**src/rtl/mem_arbiter_if.sv**
```systemverilog
// Bus bundle between the CPU-side requesters, the arbiter and the memory unit.
// Ports:
//   req_valid/req_wr/req_len/req_addr/req_value : per-channel request, flattened per channel
//   resp_ready/resp_result                      : one-hot completion pulse and read data
//   mu_valid/mu_wr/mu_len/mu_addr/mu_value      : command to the memory unit
//   mu_result/mu_ready                          : memory unit return data and done pulse
// Modports: slave = arbiter view, master = requester/memory-unit view.
interface mem_arbiter_if #(
    parameter int unsigned NUM_PORTS = 3,
    parameter int unsigned ADDR_W    = 32,
    parameter int unsigned DATA_W    = 32
);
    logic [NUM_PORTS-1:0]        req_valid;
    logic [NUM_PORTS-1:0]        req_wr;
    logic [3*NUM_PORTS-1:0]      req_len;
    logic [ADDR_W*NUM_PORTS-1:0] req_addr;
    logic [DATA_W*NUM_PORTS-1:0] req_value;
    logic [NUM_PORTS-1:0]        resp_ready;
    logic [DATA_W-1:0]           resp_result;
    logic                        mu_valid;
    logic                        mu_wr;
    logic [2:0]                  mu_len;
    logic [ADDR_W-1:0]           mu_addr;
    logic [DATA_W-1:0]           mu_value;
    logic [DATA_W-1:0]           mu_result;
    logic                        mu_ready;

    modport slave (
        input  req_valid, req_wr, req_len, req_addr, req_value,
        output resp_ready, resp_result,
        output mu_valid, mu_wr, mu_len, mu_addr, mu_value,
        input  mu_result, mu_ready
    );

    modport master (
        output req_valid, req_wr, req_len, req_addr, req_value,
        input  resp_ready, resp_result,
        input  mu_valid, mu_wr, mu_len, mu_addr, mu_value,
        output mu_result, mu_ready
    );
endinterface

```
**src/rtl/mem_arbiter.sv**
```systemverilog
// N-channel arbiter in front of the single byte-serial memory unit.
// One transaction at a time: IDLE arbitrates, BUSY owns the memory unit, DONE pulses
// the one-hot response. Reads on flushable channels are dropped on rob_clear.
// Ports:
//   clk_in    : system clock
//   rst_in    : synchronous active-high reset
//   rdy_in    : global enable, low freezes every register
//   rob_clear : pipeline flush pulse
//   bus       : request/response/memory-unit bundle (slave view)
module mem_arbiter #(
    parameter int unsigned          NUM_PORTS  = 3,
    parameter bit                   RR_MODE    = 1'b1,
    parameter logic [NUM_PORTS-1:0] FLUSH_MASK = NUM_PORTS'(3'b001),
    parameter int unsigned          ADDR_W     = 32,
    parameter int unsigned          DATA_W     = 32
) (
    input  logic         clk_in,
    input  logic         rst_in,
    input  logic         rdy_in,
    input  logic         rob_clear,
    mem_arbiter_if.slave bus
);
    localparam int unsigned GW = (NUM_PORTS > 1) ? $clog2(NUM_PORTS) : 1;

    typedef enum logic [1:0] {S_IDLE, S_BUSY, S_DONE} state_t;

    state_t                r_state, w_state_nxt;
    logic [GW-1:0]         r_grant, w_grant_nxt;
    logic [GW-1:0]         r_last, w_last_nxt;
    logic                  r_discard, w_discard_nxt;
    logic                  r_cmd_wr, w_cmd_wr_nxt;
    logic [2:0]            r_cmd_len, w_cmd_len_nxt;
    logic [ADDR_W-1:0]     r_cmd_addr, w_cmd_addr_nxt;
    logic [DATA_W-1:0]     r_cmd_value, w_cmd_value_nxt;
    logic                  r_mu_valid, w_mu_valid_nxt;
    logic [NUM_PORTS-1:0]  r_resp_ready, w_resp_ready_nxt;
    logic [DATA_W-1:0]     r_resp_result, w_resp_result_nxt;

    logic [NUM_PORTS-1:0]  w_elig;
    logic                  w_found;
    logic [GW-1:0]         w_win;
    logic                  w_flush_rd;

    // Winner selection; flushable reads are masked out while rob_clear is high
    always_comb begin
        w_elig  = '0;
        w_found = 1'b0;
        w_win   = '0;
        for (int i = 0; i < int'(NUM_PORTS); i++) begin
            w_elig[i] = bus.req_valid[i] & ~(rob_clear & FLUSH_MASK[i] & ~bus.req_wr[i]);
        end
        if (RR_MODE) begin
            // scan last+1, last+2, ... with wrap-around
            for (int k = 1; k <= int'(NUM_PORTS); k++) begin
                int idx;
                idx = (int'(r_last) + k) % int'(NUM_PORTS);
                if (!w_found && w_elig[idx]) begin
                    w_found = 1'b1;
                    w_win   = GW'(idx);
                end
            end
        end else begin
            // later (higher) index overrides, so the highest set bit wins
            for (int i = 0; i < int'(NUM_PORTS); i++) begin
                if (w_elig[i]) begin
                    w_found = 1'b1;
                    w_win   = GW'(i);
                end
            end
        end
    end

    assign w_flush_rd = FLUSH_MASK[r_grant] & ~r_cmd_wr;

    // State register
    always_ff @(posedge clk_in) begin
        if (rst_in) begin
            r_state <= S_IDLE;
        end else if (rdy_in) begin
            r_state <= w_state_nxt;
        end
    end

    // Next-state logic
    always_comb begin
        w_state_nxt = r_state;
        case (r_state)
            S_IDLE:  if (w_found) w_state_nxt = S_BUSY;
            S_BUSY:  if (bus.mu_ready) w_state_nxt = S_DONE;
            S_DONE:  w_state_nxt = S_IDLE;
            default: w_state_nxt = S_IDLE;
        endcase
    end

    // Output / datapath next values, registered below
    always_comb begin
        w_grant_nxt       = r_grant;
        w_last_nxt        = r_last;
        w_discard_nxt     = r_discard;
        w_cmd_wr_nxt      = r_cmd_wr;
        w_cmd_len_nxt     = r_cmd_len;
        w_cmd_addr_nxt    = r_cmd_addr;
        w_cmd_value_nxt   = r_cmd_value;
        w_mu_valid_nxt    = (w_state_nxt == S_BUSY);
        w_resp_ready_nxt  = '0;
        w_resp_result_nxt = '0;
        case (r_state)
            S_IDLE: begin
                if (w_found) begin
                    w_grant_nxt     = w_win;
                    w_discard_nxt   = 1'b0;
                    w_cmd_wr_nxt    = bus.req_wr[w_win];
                    w_cmd_len_nxt   = bus.req_len[3*int'(w_win) +: 3];
                    w_cmd_addr_nxt  = bus.req_addr[ADDR_W*int'(w_win) +: ADDR_W];
                    w_cmd_value_nxt = bus.req_value[DATA_W*int'(w_win) +: DATA_W];
                end
            end
            S_BUSY: begin
                if (rob_clear && w_flush_rd) begin
                    w_discard_nxt = 1'b1;
                end
                if (bus.mu_ready) begin
                    w_last_nxt = r_grant;
                    if (!w_discard_nxt) begin
                        w_resp_ready_nxt  = NUM_PORTS'(1) << r_grant;
                        w_resp_result_nxt = bus.mu_result;
                    end
                end
            end
            S_DONE: begin
                w_discard_nxt = 1'b0;
            end
            default: ;
        endcase
    end

    // Datapath and output registers
    always_ff @(posedge clk_in) begin
        if (rst_in) begin
            r_grant       <= '0;
            r_last        <= GW'(NUM_PORTS - 1);
            r_discard     <= 1'b0;
            r_cmd_wr      <= 1'b0;
            r_cmd_len     <= 3'b111;
            r_cmd_addr    <= '0;
            r_cmd_value   <= '0;
            r_mu_valid    <= 1'b0;
            r_resp_ready  <= '0;
            r_resp_result <= '0;
        end else if (rdy_in) begin
            r_grant       <= w_grant_nxt;
            r_last        <= w_last_nxt;
            r_discard     <= w_discard_nxt;
            r_cmd_wr      <= w_cmd_wr_nxt;
            r_cmd_len     <= w_cmd_len_nxt;
            r_cmd_addr    <= w_cmd_addr_nxt;
            r_cmd_value   <= w_cmd_value_nxt;
            r_mu_valid    <= w_mu_valid_nxt;
            r_resp_ready  <= w_resp_ready_nxt;
            r_resp_result <= w_resp_result_nxt;
        end
    end

    assign bus.mu_valid    = r_mu_valid;
    assign bus.mu_wr       = r_cmd_wr;
    assign bus.mu_len      = r_cmd_len;
    assign bus.mu_addr     = r_cmd_addr;
    assign bus.mu_value    = r_cmd_value;
    assign bus.resp_ready  = r_resp_ready;
    assign bus.resp_result = r_resp_result;
endmodule

```
**src/flat_wrapper.sv**
```systemverilog
// flat-port wrapper written by rule: the top's interface ports become plain ports
module mem_arbiter_flat 
#(
    parameter int unsigned          NUM_PORTS  = 3,
    parameter bit                   RR_MODE    = 1'b1,
    parameter logic [NUM_PORTS-1:0] FLUSH_MASK = NUM_PORTS'(3'b001),
    parameter int unsigned          ADDR_W     = 32,
    parameter int unsigned          DATA_W     = 32
)
  (clk_in, rst_in, rdy_in, rob_clear, bus_req_valid, bus_req_wr, bus_req_len, bus_req_addr, bus_req_value, bus_resp_ready, bus_resp_result, bus_mu_valid, bus_mu_wr, bus_mu_len, bus_mu_addr, bus_mu_value, bus_mu_result, bus_mu_ready);
  mem_arbiter_if #(.NUM_PORTS(NUM_PORTS), .ADDR_W(ADDR_W), .DATA_W(DATA_W)) bus_i ();
  input  logic clk_in;
  input  logic rst_in;
  input  logic rdy_in;
  input  logic rob_clear;
  input wire logic [$bits(bus_i.req_valid)-1:0] bus_req_valid;
  input wire logic [$bits(bus_i.req_wr)-1:0] bus_req_wr;
  input wire logic [$bits(bus_i.req_len)-1:0] bus_req_len;
  input wire logic [$bits(bus_i.req_addr)-1:0] bus_req_addr;
  input wire logic [$bits(bus_i.req_value)-1:0] bus_req_value;
  output wire logic [$bits(bus_i.resp_ready)-1:0] bus_resp_ready;
  output wire logic [$bits(bus_i.resp_result)-1:0] bus_resp_result;
  output wire logic [$bits(bus_i.mu_valid)-1:0] bus_mu_valid;
  output wire logic [$bits(bus_i.mu_wr)-1:0] bus_mu_wr;
  output wire logic [$bits(bus_i.mu_len)-1:0] bus_mu_len;
  output wire logic [$bits(bus_i.mu_addr)-1:0] bus_mu_addr;
  output wire logic [$bits(bus_i.mu_value)-1:0] bus_mu_value;
  input wire logic [$bits(bus_i.mu_result)-1:0] bus_mu_result;
  input wire logic [$bits(bus_i.mu_ready)-1:0] bus_mu_ready;
  assign bus_i.req_valid = bus_req_valid;
  assign bus_i.req_wr = bus_req_wr;
  assign bus_i.req_len = bus_req_len;
  assign bus_i.req_addr = bus_req_addr;
  assign bus_i.req_value = bus_req_value;
  assign bus_resp_ready = bus_i.resp_ready;
  assign bus_resp_result = bus_i.resp_result;
  assign bus_mu_valid = bus_i.mu_valid;
  assign bus_mu_wr = bus_i.mu_wr;
  assign bus_mu_len = bus_i.mu_len;
  assign bus_mu_addr = bus_i.mu_addr;
  assign bus_mu_value = bus_i.mu_value;
  assign bus_i.mu_result = bus_mu_result;
  assign bus_i.mu_ready = bus_mu_ready;
  mem_arbiter #(.NUM_PORTS(NUM_PORTS), .RR_MODE(RR_MODE), .FLUSH_MASK(FLUSH_MASK), .ADDR_W(ADDR_W), .DATA_W(DATA_W)) u_core (.clk_in(clk_in), .rst_in(rst_in), .rdy_in(rdy_in), .rob_clear(rob_clear), .bus(bus_i));
endmodule
```
**config.mk**
```make
export PLATFORM = sky130hd
export DESIGN_NAME = mem_arbiter_flat
export DESIGN_NICKNAME = d
export VERILOG_FILES = /design/src/rtl/mem_arbiter_if.sv /design/src/rtl/mem_arbiter.sv /design/src/flat_wrapper.sv
export SDC_FILE = /design/constraint.sdc
export NUM_CORES = 1
export LEC_CHECK = 0
export BUFFER_PORTS_ARGS = -buffer_cell sky130_fd_sc_hd__clkbuf_2
export CAP_MARGIN = 25
export CELL_PAD_IN_SITES_DETAIL_PLACEMENT = 0
export CELL_PAD_IN_SITES_GLOBAL_PLACEMENT = 1
export CORE_UTILIZATION = 30
export CTS_BUF_LIST = sky130_fd_sc_hd__clkbuf_16
export CTS_CLUSTER_DIAMETER = 40
export DETAILED_ROUTE_END_ITERATION = 8
export PLACE_DENSITY = 0.75
export SYNTH_ARGS = -nofsm -noshare
export SYNTH_HDL_FRONTEND = slang
export SYNTH_SLANG_ARGS = --single-unit
```
**constraint.sdc**
```tcl
create_clock -name clk_in -period 2.98 [get_ports clk_in]
set_clock_uncertainty 0.2 [all_clocks]
set_input_delay 0.149 -clock clk_in [delete_from_list [all_inputs] [get_ports clk_in]]
set_output_delay 0.149 -clock clk_in [all_outputs]
set_load 0.01 [all_outputs]
```
==> metrics.md, run 1 <==
| Metric | Value |
|---|---|
| DR iter-0 viols | `286` |
| Max-Cap Viols | `0` |
| Post-CTS sizing | `0` |
| Startpoint type of the worst setup path | `register` |
| Final Hold Viols | `0` |
| CTS Buf Count | `9` |
| FMAX | `0.353 GHz` |
| Die Area | `21,100 µm²` |
| Post-synth ARST share | `0%` |
| First-pass GRT wire length | `37,700 µm` |
| Clock share of power | `29.4%` |
| Largest cells by area after synthesis | `dfxtp_1, mux2i_1, nor3b_1` |
| Die W | `145 µm` |
| Core Area | `20,200 µm²` |
| Die Ht | `around 150 µm` |
| Util after Layout | `52.9%` |
| Maximum buffer depth of the clock tree | `2` |
| Share of cells above drive strength 1 | `34.2%` |
| Most frequent cell after synthesis | `dfxtp_1` |
| Synthesized instance count | `between 600 and 700` |
| Lkg Pwr | `between 4 and 5 nW` |
| Filler Cell Count | `1,804` |
| Commonest cells in the netlist | `dfxtp_1, nand2b_1, mux2i_1` |
| Sw Ratio | `around 30%` |
| DP HPWL | `14,000 µm` |
| Final WS setup | `between 0.1 and 0.15 ns` |
| Place WS | `between 0.2 and 0.25 ns` |
| Final nets | `approximately 1,500` |
| Status | `completed` |
| Maximum vdd ir drop | `0.285 mV` |
| First-pass DRT Iterations | `4` |
| Worst skew pair latency | `between 0.3 and 0.4 ns` |
| Worst r2r path cells | `8` |
| Main synth FF type | `dfxtp_1` |
| Fin crit share | `95.0%` |
| Register area share after synthesis | `36.1%` |
| Synthesized area | `6150 µm²` |
| GRT Residual Overflow | `0` |
| CTS H-Tree Depth | `3` |
| Worst-path maximum fanout | `8` |
| I/O pin total | `around 350` |
| Avg WL per Cell | `15.7 µm` |
| Root Driver | `clkbuf_16` |
| Power share of the sequential group | `41.4%` |
| I/O Buffers | `approximately 350` |
| R2R Setup Slk | `0.15 ns` |
| Min Hold Slack | `0.0194 ns` |
| Synthesized flop and latch total | `111` |
| Cell Count, Final, Fillers Out | `about 1,500` |
| Yosys cell types | `37` |
| Slew Limit Headroom | `about 57%` |
| Post-synth EDFFs | `0` |
| CTS tree | `built` |
| Antenna violations before repair | `1` |
| Syn nets | `928` |
| Largest net degree at the start of global routing | `98` |
| Endpoint type of the worst setup path | `register` |
| Gr usage total | `about 22%` |
| Clk slew on worst S/H paths | `0.08 ns` |
| Syn-to-layout area delta | `73.3%` |
| Final slew viol count | `0` |
| Worst Setup SP | `u_core.r_last[0]` |
| Slew @ Worst Pin | `0.638 ns` |
| Hold Path Origin | `rst_in` |
| Vias in the first global route | `7,604` |
| Worst hold path stage count | `2` |
| Post-Route WL | `about 23,000 µm` |
| CP arrival | `2.86 ns` |
| Power per Cell Area | `376 nW/µm²` |
| Sink Count | `111` |
| Total negative slack | `0 ns` |
| Drt drc | `0` |
| Internal cell power | `2.79 mW` |
| Setup Viol. Count Final | `0` |
| Leading area contributor after synthesis | `dfxtp_1` |
| Avg Synthesized Cell Area | `roughly 9.0 µm²` |
| Rows | `52` |
| Routed vias | `7,158` |
| Post-DR vias/cell | `4.80` |
| Antenna-violating nets left | `0` |
| Area share of the largest cell type after synthesis | `36.1%` |
| Worst r2r src | `u_core.r_last[0]` |
| Psw | `1.21 mW` |
| Post-Place Cells | `roughly 1,200` |
| Worst setup path category | `register to register` |
| Starting Density | `between 30% and 40%` |
| Min Tclk post-route | `2.83 ns` |
| WP data required | `3.01 ns` |
| HP Class | `input port to register` |
| Combinational Power Share | `29.1%` |
| Syn. warnings | `0` |
| Gpl congestion | `just under 0.8` |
-- sequential cells by signal (all words and copies together) (netlist names) --
register,count
u_core.r_last,2
u_core.bus.mu_len,3
u_core.bus.mu_addr,32
u_core.r_state,2
u_core.bus.resp_ready,3
u_core.bus.mu_valid,1
u_core.bus.mu_value,32
u_core.r_grant,2
u_core.bus.resp_result,32
u_core.r_discard,1
u_core.bus.mu_wr,1
-- worst max-delay path, cell delays in order (launching register included) --
cell and delay (ns):
dfxtp_1 0.38, inv_1 0.08, ha_1 0.39, nor2b_1 0.17
a311o_1 0.33, a32o_4 0.32, mux2i_1 0.16, dlygate4sd3_1 0.59
o221ai_2 0.09
-- power groups by stage --
stage	Combinational (mW)	Clock [mW]	Sequential, mW
global route	1.26	1.28	1.67
detailed placement	0.913	0	1.69
floorplan	0.482	0	1.73
global placement	0.911	0	1.69
CTS	1.15	1.24	1.66
finish	1.17	1.18	1.66
-- metal layers --
metal  wire, µm  GRT usage [%]  part of all wire [%]
met1       9370           24.9                    40
met2      11500           38.5                    49
met3       1350           4.59                   5.8
met4       1220           13.3                   5.2
met5          0              0                     0
-- cell usage in the layout, fill, tap and decap left out, types with 2 or more instances in the layout --
cell / count
a211o_1: 3
a211oi_1: 4
a21oi_1: 41
buf_12: 6
buf_4: 15
clkbuf_16: 9
clkbuf_2: 346
clkinv_4: 2
dfxtp_1: 111
dlygate4sd3_1: 223
ha_1: 4
inv_1: 5
inv_8: 2
mux2i_1: 70
nand2_1: 66
nand2b_1: 74
nand3_1: 2
nand3b_1: 3
nor2_1: 42
nor2b_1: 36
nor3_1: 4
nor3b_1: 66
nor4b_1: 4
o21ai_0: 2
o221ai_1: 35
o221ai_2: 30
-- cell families after synthesis --
logic type | synth area share (%)
simple gates | 28.1
compound gates | 18.0
flops | 36.1
buf+inv | 5.59
mux | 11.4
fa+ha+maj | 0.814
-- final timing paths --
check,endpoint
hold / removal,u_core.bus.resp_result[15]
setup / recovery,u_core.bus.mu_value[9]
setup reg to reg,u_core.bus.mu_value[9]
hold reg to reg,u_core.bus.mu_valid
-- through the flow --
| step | cell area, µm² | power, mW |
|---|---|---|
| detailed placement | 8120 | 2.60 |
| global placement | 8120 | 2.60 |
| finish | 10700 | 4.00 |
| floorplan | 6150 | 2.21 |
| global route | 10700 | 4.21 |
| CTS | 10600 | 4.04 |
-- area by class of cell --
type	instances	area [µm²]	share of cell area, %
Inverter	5	18.8	0.176
Sequential cell	111	2220	20.8
Clock buffer	9	225	2.11
Multi-Input combinational cell	499	3600	33.8
Clock inverter	7	56.3	0.528
Antenna cell	1	2.50	0.0235
Tap cell	270	338	3.17
Timing Repair Buffer	590	4200	39.4
-- what timing repair did --
item / 4_1_cts / 5_1_grt
hold endpoints to repair: 102 / 0
setup buffers: 0 / 4
hold buffers: 223 / 0
setup endpoints to repair: 0 / 2
(Power assumes the default switching activity.)
==> run 2: changes to the inputs <==
ABC_AREA = 1   (was default)
CORE_UTILIZATION = 29   (was 30)
PLACE_DENSITY = 0.77   (was 0.75)
SLEW_MARGIN = 20   (was default)
clock period = 3 ns   (was 2.98 ns; I/O delays follow)
==> metrics.md, run 2 <==
| Metric | Value |
|---|---|
| Worst r2r src | `u_core.r_last[0]` |
| Yosys cell types | `30` |
| Clk slew on worst S/H paths | `0.08 ns` |
| Final Hold Viols | `0` |
| Avg Synthesized Cell Area | `6.33 µm²` |
| Design Area, Final | `10,800 µm²` |
| Worst skew pair latency | `0.35 ns` |
| Util after Layout | `51.2%` |
| HP Class | `input port to register` |
| Worst-path maximum fanout | `30` |
| Core Area | `roughly 21,000 µm²` |
| Syn nets | `1,231` |
| Post-synth ARST share | `0%` |
| Register area share after synthesis | `between 30% and 40%` |
| First-pass GRT wire length | `around 40,000 µm` |
| Post-synth EDFFs | `0` |
| Power share of the sequential group | `36.2%` |
| Synthesized flop and latch total | `111` |
| Worst setup path category | `register to register` |
| Internal cell power | `between 2 and 3 mW` |
| Crit path depth | `15` |
| Commonest non-fill, non-tap cells in the layout | `nand2_1, clkbuf_2, dlygate4sd3_1` |
| Setup bufs post-CTS | `0` |
| Area of the multi-input gates | `3250 µm²` |
| Antenna-violating nets left | `0` |
| Syn-to-layout area delta | `72.9%` |
| Cell family with most CP delay | `simple AND/OR/NAND/NOR gates` |
| Most frequent cell after synthesis | `nand2_1` |
| CTS H-Tree Depth | `3` |
| FMAX | `0.358 GHz` |
| Slowest stage delay, CP | `0.41 ns` |
| Min Tclk post-route | `around 2.8 ns` |
| Met3 routed WL | `between 1500 and 2000 µm` |
| Wire length on met1 | `10,500 µm` |
| DP Area | `8130 µm²` |
| I/O pin total | `348` |
| Post-Route WL | `26,000 µm` |
| Worst Setup SP | `u_core.r_last[0]` |
| Worst r2r path cells | `15` |
| Sw Ratio | `36.3%` |
| Worst hold path stage count | `5` |
| Lkg Pwr | `5.42 nW` |
| Starting Density | `between 20% and 30%` |
| Gr usage total | `22.7%` |
| Syn. warnings | `0` |
| Area share of the largest cell type after synthesis | `a little over a third` |
| CP arrival | `2.89 ns` |
| Endpoint type of the worst setup path | `register` |
| Maximum vdd ir drop | `0.263 mV` |
| Crit path cell chain | `inv_1 > ha_1 > inv_2 > nor2_1 > inv_2 > nand2_4 > inv_2 > nand3_2 > buf_4 > nand4_1 > nand2_1 > nand2_1 > nand3_1 > nand2_1 > inv_1` |
| Die W | `149 µm` |
| Slowest cell on the critical path | `ha_1` |
| Gpl congestion | `approximately 0.80` |
| Rows | `53` |
| Share of cells above drive strength 1 | `26.5%` |
| Total negative slack | `0 ns` |
| Drt drc | `0` |
| Commonest cells in the netlist | `nand2_1, dfxtp_1, a21oi_1` |
| Design Power | `4.69 mW` |
| Largest cells by area after synthesis | `dfxtp_1, nand2_1, a21oi_1` |
| Routed vias | `~8,300` |
| Ant diodes | `0` |
| Slew @ Worst Pin | `0.925 ns` |
| Clock share of power | `26.7%` |
| Sink Count | `between 100 and 150` |
| Register area | `about 2200 µm²` |
| Number of buffers and inverters on the critical path | `6` |
| Final nets | `1,768` |
| Fin crit share | `roughly 93%` |
| Final slew viol count | `0` |
| Combinational Power Share | `a little under two fifths` |
| Setup Viol. Count Final | `0` |
| WP data required | `3.10 ns` |
| First-pass DRT Iterations | `7` |
| Power per Cell Area | `436 nW/µm²` |
| Leading area contributor after synthesis | `dfxtp_1` |
| CTS tree | `built` |
| I/O Buffers | `~350` |
| Root Driver | `clkbuf_16` |
| Largest net degree at the start of global routing | `81` |
| CTS Buf Count | `9` |
| Vias in the first global route | `8,111` |
| Slew Limit Headroom | `38.3%` |
| Top routing layer in use | `met4` |
| Max-Cap Viols | `0` |
| Psw | `1.70 mW` |
| DR iter-0 viols | `roughly 380` |
| Synthesized area | `6230 µm²` |
| Routed wl met2 | `about 13,000 µm` |
| DP HPWL | `~16,000 µm` |
| Crit path to | `u_core.bus.mu_value[31]` |
| Die Area | `around 22,000 µm²` |
| R2r endpoint | `u_core.bus.mu_value[31]` |
| Die Ht | `149 µm` |
| Maximum buffer depth of the clock tree | `2` |
| Post-DR vias/cell | `4.64` |
| Main synth FF type | `dfxtp_1` |
| Status | `completed` |
| Antenna violations before repair | `0` |
| Avg WL per Cell | `between 10 and 15 µm` |
| Most common cell after layout, fill and taps aside | `nand2_1` |
| Synthesized instance count | `around 980` |
| RSZ-0062 raised after global routing | `yes` |
| GRT Residual Overflow | `0` |
| Startpoint type of the worst setup path | `register` |
| Filler Cell Count | `between 2,000 and 2,500` |
| R2R Setup Slk | `between 0.2 and 0.25 ns` |
==> run 2: worst min-delay path, delay by kind of cell <==
kind / cells / cell delay, ns
buffers and inverters: 1 / 0.08
AND/OR/NAND/NOR: 4 / 0.31
==> run 2: layout make-up <==
type | count | area share, %
clock inverter | 7 | 0.802
multi-input combinational | 694 | 30.2
sequential | 111 | 20.6
clock buffer | 9 | 2.09
inverter | 105 | 3.68
tap | 275 | 3.20
timing repair buffer | 599 | 39.4
==> run 2: cells by family (layout without fill, tap and decap cells) <==
| logic type | after synthesis | after routing | synth area share [%] |
|---|---|---|---|
| DFF | 111 | 111 | 35.7 |
| AOI/OAI and AO/OA | 182 | 182 | 16.4 |
| adders and majority gates | 4 | 4 | 0.804 |
| and+or+nand+nor | 508 | 508 | 34.7 |
| buffers and inverters | 178 | 720 | 12.4 |
==> run 2: through the flow <==
stage / hold WS (ns) / setup WS (ns) / instances
2_1_floorplan: 0.0761 / 0.728 / 983
3_3_place_gp: 0.173 / 0.205 / 1554
3_5_place_dp: 0.184 / 0.165 / 1554
4_1_cts: 0.00829 / 0.143 / 1800
5_1_grt: 0.0301 / -0.00350 / 1800
6_report: 0.0194 / 0.206 / 1800
==> run 2: timing repair <==
item                                    CTS  global route
hold endpoints to repair                102             0
endpoints found under the setup margin    0            67
hold buffers                            230             0
resized for setup                         0             6
==> run 2: power groups by stage <==
stage | clock network, mW | registers (mW) | logic [mW]
global route | 1.37 | 1.71 | 1.93
detailed placement | 0 | 1.73 | 1.49
CTS | 1.32 | 1.70 | 1.73
floorplan | 0 | 1.78 | 0.876
global placement | 0 | 1.73 | 1.49
finish | 1.25 | 1.70 | 1.74
==> run 2: worst min path at each step <==
stage | startpoint | endpoint
global route | bus_req_len[5] | u_core.bus.mu_len[2]
CTS | bus_mu_ready | u_core.r_state[1]
floorplan | bus_req_len[8] | u_core.bus.mu_len[2]
global placement | bus_req_len[8] | u_core.bus.mu_len[2]
detailed placement | bus_req_len[8] | u_core.bus.mu_len[2]
finish | bus_req_len[5] | u_core.bus.mu_len[2]
==> run 2: per-layer routing <==
layer	global-route usage, %	up-vias
li1	-	4222
met1	25.4	3724
met2	41.1	343
met3	4.45	57
met4	10.4	0
met5	0	-
==> run 3: changes to the inputs <==
ABC_AREA = default   (was 1)
CORE_UTILIZATION = 30   (was 29)
PLACE_DENSITY = 0.75   (was 0.77)
==> metrics.md, run 3 (synthesized netlist as in run 1, its figures left out) <==
| Metric | Value |
|---|---|
| Power share of the sequential group | `between 40% and 50%` |
| Fin crit share | `95.3%` |
| Drt drc | `0` |
| Slowest cell on the critical path | `dlygate4sd3_1` |
| Slowest stage delay, CP | `about 0.59 ns` |
| CP arrival | `between 2 and 3 ns` |
| Sink Count | `111` |
| RSZ-0062 raised after global routing | `yes` |
| Endpoint type of the worst setup path | `register` |
| Post-Place Cells | `around 1,200` |
| Slew @ Worst Pin | `about 0.63 ns` |
| I/O Buffers | `347` |
| DP HPWL | `~14,000 µm` |
| Post-DR vias/cell | `4.78` |
| Combinational Power Share | `between 20% and 30%` |
| Antenna-violating nets left | `0` |
| Max-Cap Viols | `0` |
| Share of cells above drive strength 1 | `approximately a third` |
| Gpl congestion | `0.763` |
| WP data required | `~3.0 ns` |
| Power per Cell Area | `378 nW/µm²` |
| Psw | `around 1.2 mW` |
| Crit path cell chain | `inv_1 > ha_1 > a221oi_2 > a31oi_2 > nor2_2 > a32o_4 > mux2i_1 > dlygate4sd3_1 > o221ai_2` |
| DR iter-0 viols | `around 370` |
| HP Class | `input port to register` |
| Syn-to-layout area delta | `74.2%` |
| I/O pin total | `roughly 350` |
| Worst setup path category | `register to register` |
| Die W | `around 150 µm` |
| Most common cell after layout, fill and taps aside | `clkbuf_2` |
| GRT Residual Overflow | `0` |
| Final slew viol count | `0` |
| Clk slew on worst S/H paths | `0.08 ns` |
| Core Area | `20,200 µm²` |
| First-pass DRT Iterations | `4` |
| Die Ht | `145 µm` |
| Maximum vdd ir drop | `0.228 mV` |
| Post-Route WL | `23,300 µm` |
| Sw Ratio | `a little under 30%` |
| Min Tclk post-route | `2.86 ns` |
| Antenna violations before repair | `1` |
| Design Area, Final | `10,700 µm²` |
| Final Hold Viols | `0` |
| Place WS | `0.252 ns` |
| Commonest non-fill, non-tap cells in the layout | `clkbuf_2, dlygate4sd3_1, dfxtp_1` |
| FMAX | `0.350 GHz` |
| Lkg Pwr | `4.62 nW` |
| CTS tree | `built` |
| Largest net degree at the start of global routing | `98` |
| Routed vias | `7,134` |
| Filler Cell Count | `1,808` |
| Gr usage total | `21.5%` |
| Die Area | `between 20,000 and 25,000 µm²` |
| Cell Count, Final, Fillers Out | `1,494` |
| Worst skew pair latency | `0.35 ns` |
| Final WS setup | `0.141 ns` |
| Slew Limit Headroom | `57.4%` |
| Cell family with most CP delay | `compound AO/OA/AOI/OAI gates` |
| DP Area | `8110 µm²` |
| CTS Buf Count | `9` |
| Util after Layout | `a little over half` |
| First-pass GRT wire length | `roughly 37,000 µm` |
| Maximum buffer depth of the clock tree | `2` |
| Clock share of power | `30.6%` |
| Avg WL per Cell | `15.6 µm` |
| CTS H-Tree Depth | `3` |
| Vias in the first global route | `7,288` |
| Rows | `52` |
| Startpoint type of the worst setup path | `register` |
| Setup Viol. Count Final | `0` |
| Status | `completed` |
| Final nets | `1,467` |
| Number of buffers and inverters on the critical path | `2` |
| Worst-path maximum fanout | `7` |
| Starting Density | `30.5%` |
| Internal cell power | `~2.9 mW` |
| Design Power | `slightly above 4 mW` |
| Root Driver | `clkbuf_16` |
run 3: layout make-up:
cell class / count / area [µm²] / area share (%)
antenna: 1 / 2.50 / 0.0234
clock buffer: 9 / 225 / 2.10
clock inverter: 6 / 70.1 / 0.654
inverter: 5 / 18.8 / 0.175
multi-input combinational: 500 / 3620 / 33.8
sequential: 111 / 2220 / 20.7
tap: 270 / 338 / 3.15
timing repair buffer: 592 / 4220 / 39.4
run 3: metrics by stage:
step                      setup TNS, ns  hold WS, ns
final                                 0       0.0114
after global routing           -0.00430       0.0140
after CTS                             0      0.00135
after detailed placement              0        0.183
after global placement                0        0.176
after floorplan                       0       0.0891
run 3: worst reg2reg max path: stages (launching register included):
cell and delay [ns]:
dfxtp_1 0.39, inv_1 0.08, ha_1 0.26, a221oi_2 0.32, a31oi_2 0.09, nor2_2 0.19
a32o_4 0.32, mux2i_1 0.22, dlygate4sd3_1 0.59, o221ai_2 0.09
run 3: timing repair:
| item | 4_1_cts | 5_1_grt |
|---|---|---|
| hold buffers | 224 | 0 |
| gates resized for setup | 0 | 3 |
| endpoints found under the setup margin | 0 | 4 |
| buffers inserted | 0 | 6 |
| hold endpoints to repair | 103 | 0 |
run 3: final timing paths:
| path | startpoint | slack (ns) | depth (start not counted) | end |
|---|---|---|---|---|
| setup / recovery | u_core.r_last[1] | 0.14 | 9 | u_core.bus.mu_value[8] |
| hold / removal | bus_req_value[89] | 0.01 | 4 | u_core.bus.mu_value[25] |
| setup reg to reg | u_core.r_last[1] | 0.14 | 9 | u_core.bus.mu_value[8] |
| hold reg to reg | u_core.bus.mu_valid | 0.27 | 2 | u_core.bus.mu_valid |
run 3: power by group through the flow:
stage | Clock, mW | Sequential (mW) | Combinational [mW]
global placement | 0 | 1.68 | 0.905
finish | 1.24 | 1.65 | 1.17
floorplan | 0 | 1.72 | 0.479
global route | 1.35 | 1.66 | 1.25
CTS | 1.29 | 1.65 | 1.14
detailed placement | 0 | 1.68 | 0.905
run 3: metal layers:
metal | GRT usage, % | share of wire, % | vias up
li1 | - | - | 3514
met1 | 24.7 | 41 | 3269
met2 | 37.3 | 49 | 275
met3 | 3.87 | 5.1 | 76
met4 | 12.7 | 4.8 | 0
met5 | 0 | 0 | -
